[src/rtl/spi_ctrl_pkg.sv]
// Purpose: shared types and constants for the SPI write/read frame controller.
// Latency: n/a (types and constants only).
// Backpressure: n/a.
//
// Contents: the state enum, frame field widths, write-direction encoding and
// the packed frame layout {rw, addr, wdata}, sent MSB first.
package spi_ctrl_pkg;

  localparam int FRAME_BITS = 16;
  localparam int ADDR_W     = 7;
  localparam int DATA_W     = 8;

  // Value of frame bit 15 that marks a register write.
  localparam logic RW_WRITE = 1'b1;

  typedef enum logic [2:0] {
    ST_IDLE  = 3'd0,
    ST_SETUP = 3'd1,
    ST_SHIFT = 3'd2,
    ST_HOLD  = 3'd3,
    ST_GAP   = 3'd4
  } state_t;

  typedef struct packed {
    logic              rw;
    logic [ADDR_W-1:0] addr;
    logic [DATA_W-1:0] wdata;
  } frame_t;

endpackage

[src/rtl/spi_ctrl_clkdiv.sv]
// Purpose: half-period tick generator for the SPI clock.
// Latency: tick fires in the CLK_DIV-th cycle after enable rises, then every CLK_DIV cycles.
// Backpressure: none; the counter is held at zero while i_en is low.
//
// Ports:
//   i_clk, i_rst_n : clock, async active-low reset
//   i_en           : count enable (controller is outside IDLE)
//   o_tick         : one-cycle strobe marking the last cycle of a half-period
module spi_ctrl_clkdiv #(
  parameter int CLK_DIV = 4
) (
  input  logic i_clk,
  input  logic i_rst_n,
  input  logic i_en,
  output logic o_tick
);

  // 8 bits covers every legal divider value up to 255.
  localparam logic [7:0] LAST = 8'(CLK_DIV - 1);

  logic [7:0] r_cnt;
  logic       w_last;

  assign w_last = (r_cnt == LAST);
  assign o_tick = i_en && w_last;

  // Counter restarts on every tick so each sclk edge reloads a full half-period.
  always_ff @(posedge i_clk or negedge i_rst_n) begin
    if (!i_rst_n) begin
      r_cnt <= 8'd0;
    end else if (!i_en || w_last) begin
      r_cnt <= 8'd0;
    end else begin
      r_cnt <= r_cnt + 8'd1;
    end
  end

endmodule

[src/rtl/spi_controller.sv]
// Purpose: SPI mode-0 controller sending one 16-bit frame {rw, addr, wdata} per start.
// Latency: ncs falls the cycle after accept; done pulses 33*CLK_DIV+1 cycles after accept; idle again at 34*CLK_DIV+1.
// Backpressure: start is only sampled in IDLE; requests while busy are dropped, never queued.
//
// Ports:
//   i_clk, i_rst_n           : clock, async active-low reset
//   i_start                  : transaction request
//   i_rw, i_addr, i_wdata    : frame fields, latched in the accept cycle
//   o_sclk, o_copi, o_ncs    : SPI bus (sclk idles low, ncs active-low)
//   o_busy, o_done           : status; done is a single-cycle pulse at frame end
//   i_cipo, o_rdata          : readback path, present only with SPI_CONTROLLER_CIPO_EN
//
// Optional build macro: SPI_CONTROLLER_CIPO_EN adds the cipo sampler and rdata port.
module spi_controller
  import spi_ctrl_pkg::*;
#(
  parameter int CLK_DIV = 4
) (
  input  logic              i_clk,
  input  logic              i_rst_n,
  input  logic              i_start,
  input  logic              i_rw,
  input  logic [ADDR_W-1:0] i_addr,
  input  logic [DATA_W-1:0] i_wdata,
`ifdef SPI_CONTROLLER_CIPO_EN
  input  logic              i_cipo,
  output logic [DATA_W-1:0] o_rdata,
`endif
  output logic              o_sclk,
  output logic              o_copi,
  output logic              o_ncs,
  output logic              o_busy,
  output logic              o_done
);

  state_t                r_state;
  logic                  r_sclk;
  logic                  r_copi;
  logic                  r_ncs;
  logic                  r_busy;
  logic                  r_done;
  logic [3:0]            r_bit_cnt;
  // Only frame[14:0] is kept: bit 15 goes straight onto copi at accept.
  logic [FRAME_BITS-2:0] r_shift;
  frame_t                w_frame;
  logic                  w_tick;
  logic                  w_en;
`ifdef SPI_CONTROLLER_CIPO_EN
  logic [DATA_W-1:0]     r_rx;
  logic [DATA_W-1:0]     r_rdata;
`endif

  assign w_frame = '{rw: i_rw, addr: i_addr, wdata: i_wdata};
  assign w_en    = (r_state != ST_IDLE);

  spi_ctrl_clkdiv #(
    .CLK_DIV (CLK_DIV)
  ) u_clkdiv (
    .i_clk   (i_clk),
    .i_rst_n (i_rst_n),
    .i_en    (w_en),
    .o_tick  (w_tick)
  );

  // Every tick is exactly one bus event: an sclk edge, the ncs release, or the end of the gap.
  always_ff @(posedge i_clk or negedge i_rst_n) begin
    if (!i_rst_n) begin
      r_state   <= ST_IDLE;
      r_sclk    <= 1'b0;
      r_copi    <= 1'b0;
      r_ncs     <= 1'b1;
      r_busy    <= 1'b0;
      r_done    <= 1'b0;
      r_bit_cnt <= 4'd0;
      r_shift   <= '0;
`ifdef SPI_CONTROLLER_CIPO_EN
      r_rx      <= '0;
      r_rdata   <= '0;
`endif
    end else begin
      r_done <= 1'b0;
      case (r_state)
        ST_IDLE: begin
          if (i_start) begin
            r_shift   <= w_frame[FRAME_BITS-2:0];
            r_copi    <= w_frame.rw;
            r_ncs     <= 1'b0;
            r_sclk    <= 1'b0;
            r_busy    <= 1'b1;
            r_bit_cnt <= 4'd0;
            r_state   <= ST_SETUP;
          end
        end
        ST_SETUP: begin
          // First half-period is the copi setup time before rise 0.
          if (w_tick) begin
            r_sclk  <= 1'b1;
            r_state <= ST_SHIFT;
          end
        end
        ST_SHIFT: begin
          if (w_tick) begin
            if (r_sclk) begin
              // Falling edge: the only place copi is allowed to change.
              r_sclk <= 1'b0;
              if (r_bit_cnt == 4'd15) begin
                r_copi  <= 1'b0;
                r_state <= ST_HOLD;
              end else begin
                r_copi    <= r_shift[FRAME_BITS-2];
                r_shift   <= {r_shift[FRAME_BITS-3:0], 1'b0};
                r_bit_cnt <= r_bit_cnt + 4'd1;
              end
            end else begin
              // Rising edge k occurs with r_bit_cnt == k.
              r_sclk <= 1'b1;
`ifdef SPI_CONTROLLER_CIPO_EN
              if (r_bit_cnt[3]) begin
                r_rx <= {r_rx[DATA_W-2:0], i_cipo};
              end
`endif
            end
          end
        end
        ST_HOLD: begin
          if (w_tick) begin
            r_ncs   <= 1'b1;
            r_done  <= 1'b1;
            r_state <= ST_GAP;
`ifdef SPI_CONTROLLER_CIPO_EN
            r_rdata <= r_rx;
`endif
          end
        end
        ST_GAP: begin
          if (w_tick) begin
            r_busy  <= 1'b0;
            r_state <= ST_IDLE;
          end
        end
        default: begin
          r_state <= ST_IDLE;
        end
      endcase
    end
  end

  assign o_sclk = r_sclk;
  assign o_copi = r_copi;
  assign o_ncs  = r_ncs;
  assign o_busy = r_busy;
  assign o_done = r_done;
`ifdef SPI_CONTROLLER_CIPO_EN
  assign o_rdata = r_rdata;
`endif

endmodule

[config.mk]
export PLATFORM = sky130hd
export DESIGN_NAME = spi_controller
export DESIGN_NICKNAME = d
export VERILOG_FILES = /design/src/rtl/spi_ctrl_pkg.sv /design/src/rtl/spi_ctrl_clkdiv.sv /design/src/rtl/spi_controller.sv
export SDC_FILE = /design/constraint.sdc
export NUM_CORES = 1
export LEC_CHECK = 0
export ABC_AREA = 1
export CORE_MARGIN = 5
export CORE_UTILIZATION = 40
export CTS_BUF_LIST = sky130_fd_sc_hd__clkbuf_8
export CTS_CLUSTER_DIAMETER = 80
export DETAILED_ROUTE_END_ITERATION = 10
export PLACE_DENSITY = 0.58
export SETUP_SLACK_MARGIN = 0.05
export SKIP_CTS_REPAIR_TIMING = 1
export SLEW_MARGIN = 20
export SYNTH_ARGS = -nofsm -noshare
export SYNTH_HDL_FRONTEND = slang
export SYNTH_SLANG_ARGS = --single-unit
[constraint.sdc]
create_clock -name i_clk -period 1.6 [get_ports i_clk]
set_input_delay 0.32 -clock i_clk [delete_from_list [all_inputs] [get_ports i_clk]]
set_output_delay 0.32 -clock i_clk [all_outputs]
set_load 0.01 [all_outputs]
==> results.md, run 1 <==
Run status:
- The run finished with clean final reports.

Place:
- The half-perimeter wire length after detailed placement is 2.90 mm.
- The final weighted congestion of routability-driven global placement is 0.773.
- The instance area after placement is 2240 sq um.
- The quantity of I/O buffers inserted on ports is 23.

Timing:
- The slew at the pin closest to its max-slew limit is 0.314 ns.
- The relative slew slack is 78.9%.
- The final count of pins violating max slew was 0.
- The number of endpoints failing setup at the final stage is 0.
- The shortest clock period the worst path allows after layout is 1.50 ns.
- The final-report hold violation count is 0.
- Setup repair after global routing could not meet its margin everywhere.
- Hold timing on the final database bottoms out at a slack of 0.391 ns.
- Adding up every negative setup slack in the final design gives 0 ns.
- The achievable clock frequency is 0.666 GHz.
- In the finished design, the share of the clock period the worst path needs comes to 93.9%.
- The clock arrives with 0.00707 ns of skew.

GRT:
- The final global-route overflow total is 0.
- The overall track demand over capacity in global routing is 14.7%.
- The largest net degree at the start of global routing is 36.
- The global-route wire length before repair is 7.22 mm.
- The initial antenna violation count is 0.
- The number of global-route vias before repair was 1,672.

Drt:
- Detailed routing inserted a total of 1,695 vias.
- The count of nets left with antenna violations once routing finished came out at 0.
- In the routed layout, each cell is associated on average with a via count of 4.96.
- The routed wire length is 4.17 mm.
- After detailed routing, the number of remaining DRC violations is 0.
- The first-pass iteration count of the detailed router is 4.
- The detailed router finished its first iteration with 115 violations.
- Dividing the detail-routed wire length by the instance count gives 12.2 um.

Die:
- The die area is 6250 sq um.
- From left edge to right edge, the die measures 79.1 um.
- From bottom edge to top edge, the die measures 79.1 um.
- In this run the count of I/O pins placed on the die edge is 24.
- The site row count is 25.
- The core outline area is 4690 sq um.
- For this configuration, the core starts out at a cell density of 40.7%.

Clock network:
- The clock tree root driver cell is clkbuf_8.
- After clock tree synthesis, the clock-pin slew on the worst setup and hold paths is 0.08 ns.
- TritonCTS built the clock tree.
- At the later pin of the worst-skew pair, clock insertion delay measures 0.30 ns.
- The total clock buffers created by CTS is 5.
- Clock tree synthesis found a total of 35 sinks.
- The maximum level of the CTS H-tree is 2.
- The maximum count of clock buffers along a single path is 2.

Critical path:
- The maximum single-stage delay on the critical path is 0.54 ns.
- The register-to-register path setup slack is 0.15 ns.
- The number of buffers and inverters on the critical path is 1.
- The slowest stage of the critical path is the clkdlybuf4s50_1 cell.
- The data required time at the worst endpoint is 1.28 ns.
- The setup path with the least slack is of type flip-flop to primary output.
- The worst setup path is launched from a flip-flop.
- The worst setup path is captured at a primary output.
- The kind of cell adding the most delay to the critical path is buffers and inverters.
- The capture point of the worst reg-to-reg path is r_bit_cnt[3].
- The startpoint identified for the worst register-to-register timing path is r_bit_cnt[0].
- The critical path goes through clkdlybuf4s50_1.
- The arrival time of the worst setup path is 1.18 ns.
- The depth of the worst register-to-register path is 8.
- The highest net fanout along the worst path is 2.

Yosys:
- Summing the areas of all compound-gate instances in the mapped netlist gives 3.21% of the synthesized area.
- The number of nets in the synthesized netlist is 275.
- The multiplexer share of the synthesized area is 0%.
- Of the total synthesized cell area, the portion taken by full adders, half adders and majority gates is 1.31%.
- For this run, asynchronously set or reset flops after synthesis account for 100%.
- Counting flops with a built-in enable in the synthesized netlist gives 0.
- The synthesized netlist cell count is 254.
- For this run, the leading register cell type out of synthesis is dfrtp_1.
- Counting flops and latches in the post-synthesis netlist gives 35.
- The mean cell area of the mapped netlist is 7.51 sq um.
- The sequential-to-total area share from yosys stat is 46.0%.
- After Yosys synthesis, and, or, nand and nor cells account for 41.3% of the synthesized area.
- The count of warnings emitted by yosys is 0.
- After Yosys synthesis, XOR and XNOR cells account for 0.459% of the synthesized area.
- The cell area after synthesis is 1910 sq um.
- The largest family of logic cells by synthesized area is simple AND/OR/NAND/NOR gates.
- The number of distinct standard cells referenced by the synthesized netlist is 29.

Pwr:
- The leakage power total is 1.28 nW.
- Power spread over the standard cell area amounts to 1790 nW/um^2.
- The highest ir drop seen on vdd is 958 uV.
- After layout, the design draws a total of 4.34 mW.

Finish:
- After filler insertion, the fill cell instance count of the layout stands at 438.
- Of the cells placed in the final design, the portion with a size suffix greater than 1 is 13.5%.
- Once layout is complete, the utilization of the core stands at 51.6%.
- The number of antenna diodes in the final layout is 0.
- The area growth from synthesis to layout is 26.8%.
- The final net count is 308.
- The final standard cell area without fillers is 2420 sq um.

Worst hold path:
- The path type of the worst min-delay path is primary input to async pin.

Run:
- The max-cap check violation count is 0.
## registers in the layout, summed over array words and instances (netlist names), 3 cells and up
signal and cells:
u_clkdiv.r_cnt 8, r_bit_cnt 4, r_shift 15, r_state 3
## synth_stat cells, types with 2 or more instances
library cell	n	share of area, %
ha_1	2	1.3
buf_4	3	1.2
nand2_4	2	1.2
inv_1	18	3.5
o21ai_0	3	0.79
buf_2	2	0.52
dfrtp_1	34	45
nand4_1	19	6.2
nor3_1	5	1.3
nand2_1	110	22
nor2_1	21	4.1
nand2_2	3	0.98
buf_6	3	1.8
nand3_1	10	2.6
nor2_4	2	1.2
a21oi_1	4	1.0
## metrics by stage
stage / cells / worst slack (ns)
floorplan: 254 / 0.187
detailed placement: 333 / -0.105
finish: 342 / 0.0979
global placement: 333 / -0.0939
CTS: 341 / -0.0792
global route: 342 / 0.0184
## layout make-up
class | count | area, sq um | share of cell area, %
clock buffers | 6 | 82.6 | 3.41
clock inverters | 2 | 35.0 | 1.45
inverters | 20 | 80.1 | 3.31
multi-input cells | 191 | 923 | 38.2
flip-flops and latches | 35 | 881 | 36.4
well taps | 54 | 67.6 | 2.79
repair buffers | 34 | 350 | 14.5
## power breakdown
| part | internal, mW | total, mW | switching [mW] |
|---|---|---|---|
| clock network | 0.504 | 0.842 | 0.338 |
| logic | 0.796 | 2.07 | 1.28 |
| registers | 1.21 | 1.43 | 0.216 |
## cells in the final DEF (no fill, tap or decap), types with 3 or more instances in the layout
master / netlist / final
nand2_2: 3 / 3
o21ai_0: 3 / 3
nor3_1: 5 / 5
nand4_1: 19 / 19
nor2_1: 21 / 19
clkbuf_8: 0 / 6
dfrtp_2: 0 / 3
nand2_1: 110 / 108
buf_4: 3 / 7
clkdlybuf4s50_1: 0 / 21
a21oi_1: 4 / 4
dfrtp_1: 34 / 31
inv_1: 18 / 18
nand2_4: 2 / 4
nand3_1: 10 / 10
## worst max path at each step
stage	from	end	cells past startpoint
2_1_floorplan	u_clkdiv.r_cnt[0]	r_shift[1]	9
3_3_place_gp	i_start	o_copi	9
3_5_place_dp	i_start	o_copi	9
4_1_cts	o_ncs	o_ncs	1
5_1_grt	r_bit_cnt[0]	r_state[1]	9
6_report	o_copi	o_copi	1
## logic make-up after synthesis
family,Yosys count
AO/OA/AOI/OAI,11
XOR/XNOR,1
adder cells (fa/ha/maj),2
buffers and inverters,29
flip-flops,35
AND/OR/NAND/NOR,176
## layer usage
layer	track usage [%]	share of wire (%)	up-vias
met5	0	0	-
met4	7.22	2.1	0
met3	3.40	4.2	10
met2	23.7	47	29
met1	18.4	47	773
li1	-	-	883
Note: power is estimated with default switching activity, not from simulation.
==> run 2, diff against run 1 <==
- CELL_PAD_IN_SITES_DETAIL_PLACEMENT: default -> 0
- CELL_PAD_IN_SITES_GLOBAL_PLACEMENT: default -> 1
- PLACE_DENSITY: 0.58 -> 0.76
==> run 2 against run 1 <==
Compared with the run above: die area did not move; non-clock buffer count is 6 higher; combinational power grew 4%; largest cell class unchanged.
==> results.md, run 2 (synthesis gave the netlist of run 1 again) <==
Critical path:
- The data required time at the worst endpoint is 1.78 ns (+0.50 ns).
- The depth of the worst register-to-register path is 8 (unchanged).
- The most used cell along the critical path is nand2_1.
- The register-to-register path setup slack came to 0.09 ns (-0.06 ns).
- Traced cell by cell, the critical path runs through ha_1, nand2_1, nor2_1, buf_4, nand2_4, nand3_2, nand2_1, nand2_1.
- The highest net fanout along the worst path is 9 (+7).
- The worst reg2reg path startpoint is r_bit_cnt[0].
- The critical path class is flip-flop to flip-flop.
- The arrival time of the worst setup path is 1.69 ns (+0.51 ns).
- The worst setup path is launched from a flip-flop.
- The worst setup path is captured at a flip-flop.
- The maximum single-stage delay on the critical path is 0.39 ns (-0.15 ns).
- The capture point of the worst reg-to-reg path is r_shift[0].
- The cell with the biggest individual delay on the critical path is dfrtp_1.

Place:
- The instance area after placement is 2250 sq um (+0.45%).
- The half-perimeter wire length after detailed placement is 3.04 mm (+4.7%).
- The quantity of I/O buffers inserted on ports is 23 (unchanged).
- The number of placed instances, taps included was 336 (+0.90%).
- The final weighted congestion of routability-driven global placement is 0.793 (+2.5%).

Drt:
- The via count is 1,743 (+2.8%).
- The detailed-route wire length on metal 1 is 2.08 mm (+6.4%).
- The routed wire length is 4.42 mm (+5.9%).
- The number of violations reported at the end of detailed-routing iteration 0 was 120 (+4.3%).
- The first-pass iteration count of the detailed router is 4 (unchanged).
- The number of routed nets with antenna violations is 0 (unchanged).
- The post-route DRC violation count is 0 (unchanged).
- The length of routed met3 wiring is 202 um (+14%).
- The post-detailed-route via-to-cell ratio was 4.99 (+0.77%).
- The average routed wire per standard cell is 12.7 um (+3.8%).
- The wire length on met2 is 2.10 mm (+7.2%).
- The top layer used by detailed routing is met4.

Clock network:
- The clock latency at the later pin of the worst-skew pair was 0.29 ns (about the same).
- The root buffer cell chosen for the clock tree is clkbuf_8.
- The total clock buffers created by CTS is 5 (unchanged).
- The maximum count of clock buffers along a single path is 2 (unchanged).
- The TritonCTS sink count is 35 (unchanged).
- The maximum level of the CTS H-tree is 2 (unchanged).
- The TritonCTS clock tree is built.
- The clock input transition at the sequential cells of the worst setup and hold paths was 0.07 ns (about the same).

Die:
- The I/O pin total was 24 (unchanged).
- The site row count is 25 (unchanged).
- The effective utilization at floorplan is 40.7% (unchanged).
- The chip height is 79.1 um (unchanged).
- The die area is 6250 sq um (unchanged).
- The x dimension of the die is 79.1 um (unchanged).
- The core outline area is 4690 sq um (unchanged).

Finish:
- The number of inserted filler cells in the final layout came to 449 (+2.5%).
- The relative area change from synthesis to final layout is 29.2%.
- Leaving out fill and tap cells, the most frequent cells in the layout are 109 x nand2_1, 32 x dfrtp_1, 19 x nand4_1, 19 x clkdlybuf4s50_1.
- In the final layout, the registers with the most flip-flops are r_shift: 15 flops, u_clkdiv.r_cnt: 8 flops, r_bit_cnt: 4 flops.
- The most common library cell in the layout ignoring fill and taps is nand2_1.
- The final standard cell area without fillers came to 2470 sq um (+1.9%).
- The number of flip-flops under the largest register name is 15 (unchanged).
- The non-filler instance count after layout is 349 (+2.0%).
- The share of final-layout standard cells stronger than drive strength 1 is 15.3% (+1.7 points).
- The antenna diode count is 0 (unchanged).
- The final net count is 315 (+2.3%).
- The register ranked first by flip-flop count is r_shift.
- The final core utilization is 52.6% (+0.99 points).

GRT:
- The number of global-route vias before repair is 1,581 (-5.4%).
- The overall track demand over capacity in global routing is 15.1% (+0.44 points).
- The final global-route overflow total is 0 (unchanged).
- The global-route wire length before repair is 7.39 mm (+2.4%).
- The largest net degree at the start of global routing is 36 (unchanged).
- The initial antenna violation count is 0 (unchanged).

Timing:
- The total negative slack for setup checks is 0 ns (unchanged).
- The relative slew slack came to 80.1% (+1.2 points).
- The number of endpoints failing setup at the final stage is 0 (unchanged).
- The final clock skew is 0.00255 ns (-0.00452 ns).
- Setup repair after global routing could not meet its margin everywhere.
- The final-report hold violation count was 0 (unchanged).
- The final count of pins violating max slew came to 0 (unchanged).
- The slew at the pin closest to its max-slew limit is 0.296 ns (-0.0180 ns).
- The share of the clock period used by the worst path after layout came to 94.2% (+0.28 points).
- The shortest clock period the worst path allows after layout is 1.51 ns (+0.00447 ns).
- The achievable clock frequency is 0.664 GHz (-0.30%).

Pwr:
- The fraction of power consumed by the clock network is 19.0% (-0.4 points).
- The sequential group share of total power is 32.3% (-0.5 points).
- The part of the power in combinational logic is 48.7% (+1.0 points).
- The leakage power total came to 1.33 nW (+3.4%).
- The internal power of the cells is 2.53 mW (+0.88%).
- The highest ir drop seen on vdd was 1010 uV (+5.5%).
- The net switching power figure was 1.88 mW (+2.8%).
- The total power divided by cell area is 1790 nW/um^2 (-0.20%).
- The switching share of total power is 42.6% (+0.47 points).

Worst hold path:
- The path type of the worst min-delay path is primary input to async pin.

Run:
- The max-cap check violation count is 0 (unchanged).

Run status:
- The run finished with clean final reports.
==> run 2: worst max-delay path by stage <==
stage / from / endpoint / slack [ns] / depth (start not counted)
after CTS: o_ncs / o_ncs / -0.08 / 1
after global routing: i_start / o_copi / -0.01 / 9
after global placement: i_start / r_shift[0] / -0.07 / 8
after floorplan: u_clkdiv.r_cnt[0] / r_shift[1] / 0.19 / 9
after detailed placement: i_start / r_shift[0] / -0.1 / 8
final: r_bit_cnt[0] / r_shift[0] / 0.09 / 8
==> run 2: through the flow <==
stage	hold slack, ns	total power, mW	setup WS [ns]
6_report	0.395	4.41	0.0934
5_1_grt	0.425	4.83	-0.0123
4_1_cts	0.402	4.25	-0.0777
3_5_place_dp	0.453	3.40	-0.0995
3_3_place_gp	0.447	3.39	-0.0705
2_1_floorplan	0.0244	2.90	0.187
==> run 2: layout make-up <==
| type | count | area [sq um] | share of cell area, % |
|---|---|---|---|
| timing repair buffer | 40 | 388 | 15.7 |
| sequential | 35 | 880 | 35.7 |
| clock buffer | 6 | 82.6 | 3.35 |
| tap | 54 | 67.6 | 2.74 |
| multi-input combinational | 192 | 933 | 37.8 |
| inverter | 20 | 80.1 | 3.25 |
| clock inverter | 2 | 35.0 | 1.42 |
==> run 2: per-layer routing <==
| metal | vias up | GRT usage [%] |
|---|---|---|
| li1 | 899 | - |
| met1 | 797 | 20.8 |
| met2 | 41 | 22.4 |
| met3 | 6 | 4.65 |
| met4 | 0 | 5.33 |
| met5 | - | 0 |
==> run 2: power groups by stage <==
stage	sequential [mW]	combinational [mW]	clock [mW]
final	1.43	2.15	0.836
after floorplan	1.41	1.50	0
after CTS	1.42	1.97	0.863
after global routing	1.48	2.46	0.902
after detailed placement	1.43	1.97	0
after global placement	1.44	1.95	0
==> run 2: worst max-delay path: cells and delay by family (launching register included) <==
family	cells	cell delay (ns)
adders and majority gates	1	0.23
buffers and inverters	1	0.15
DFF	1	0.39
and+or+nand+nor	6	0.62
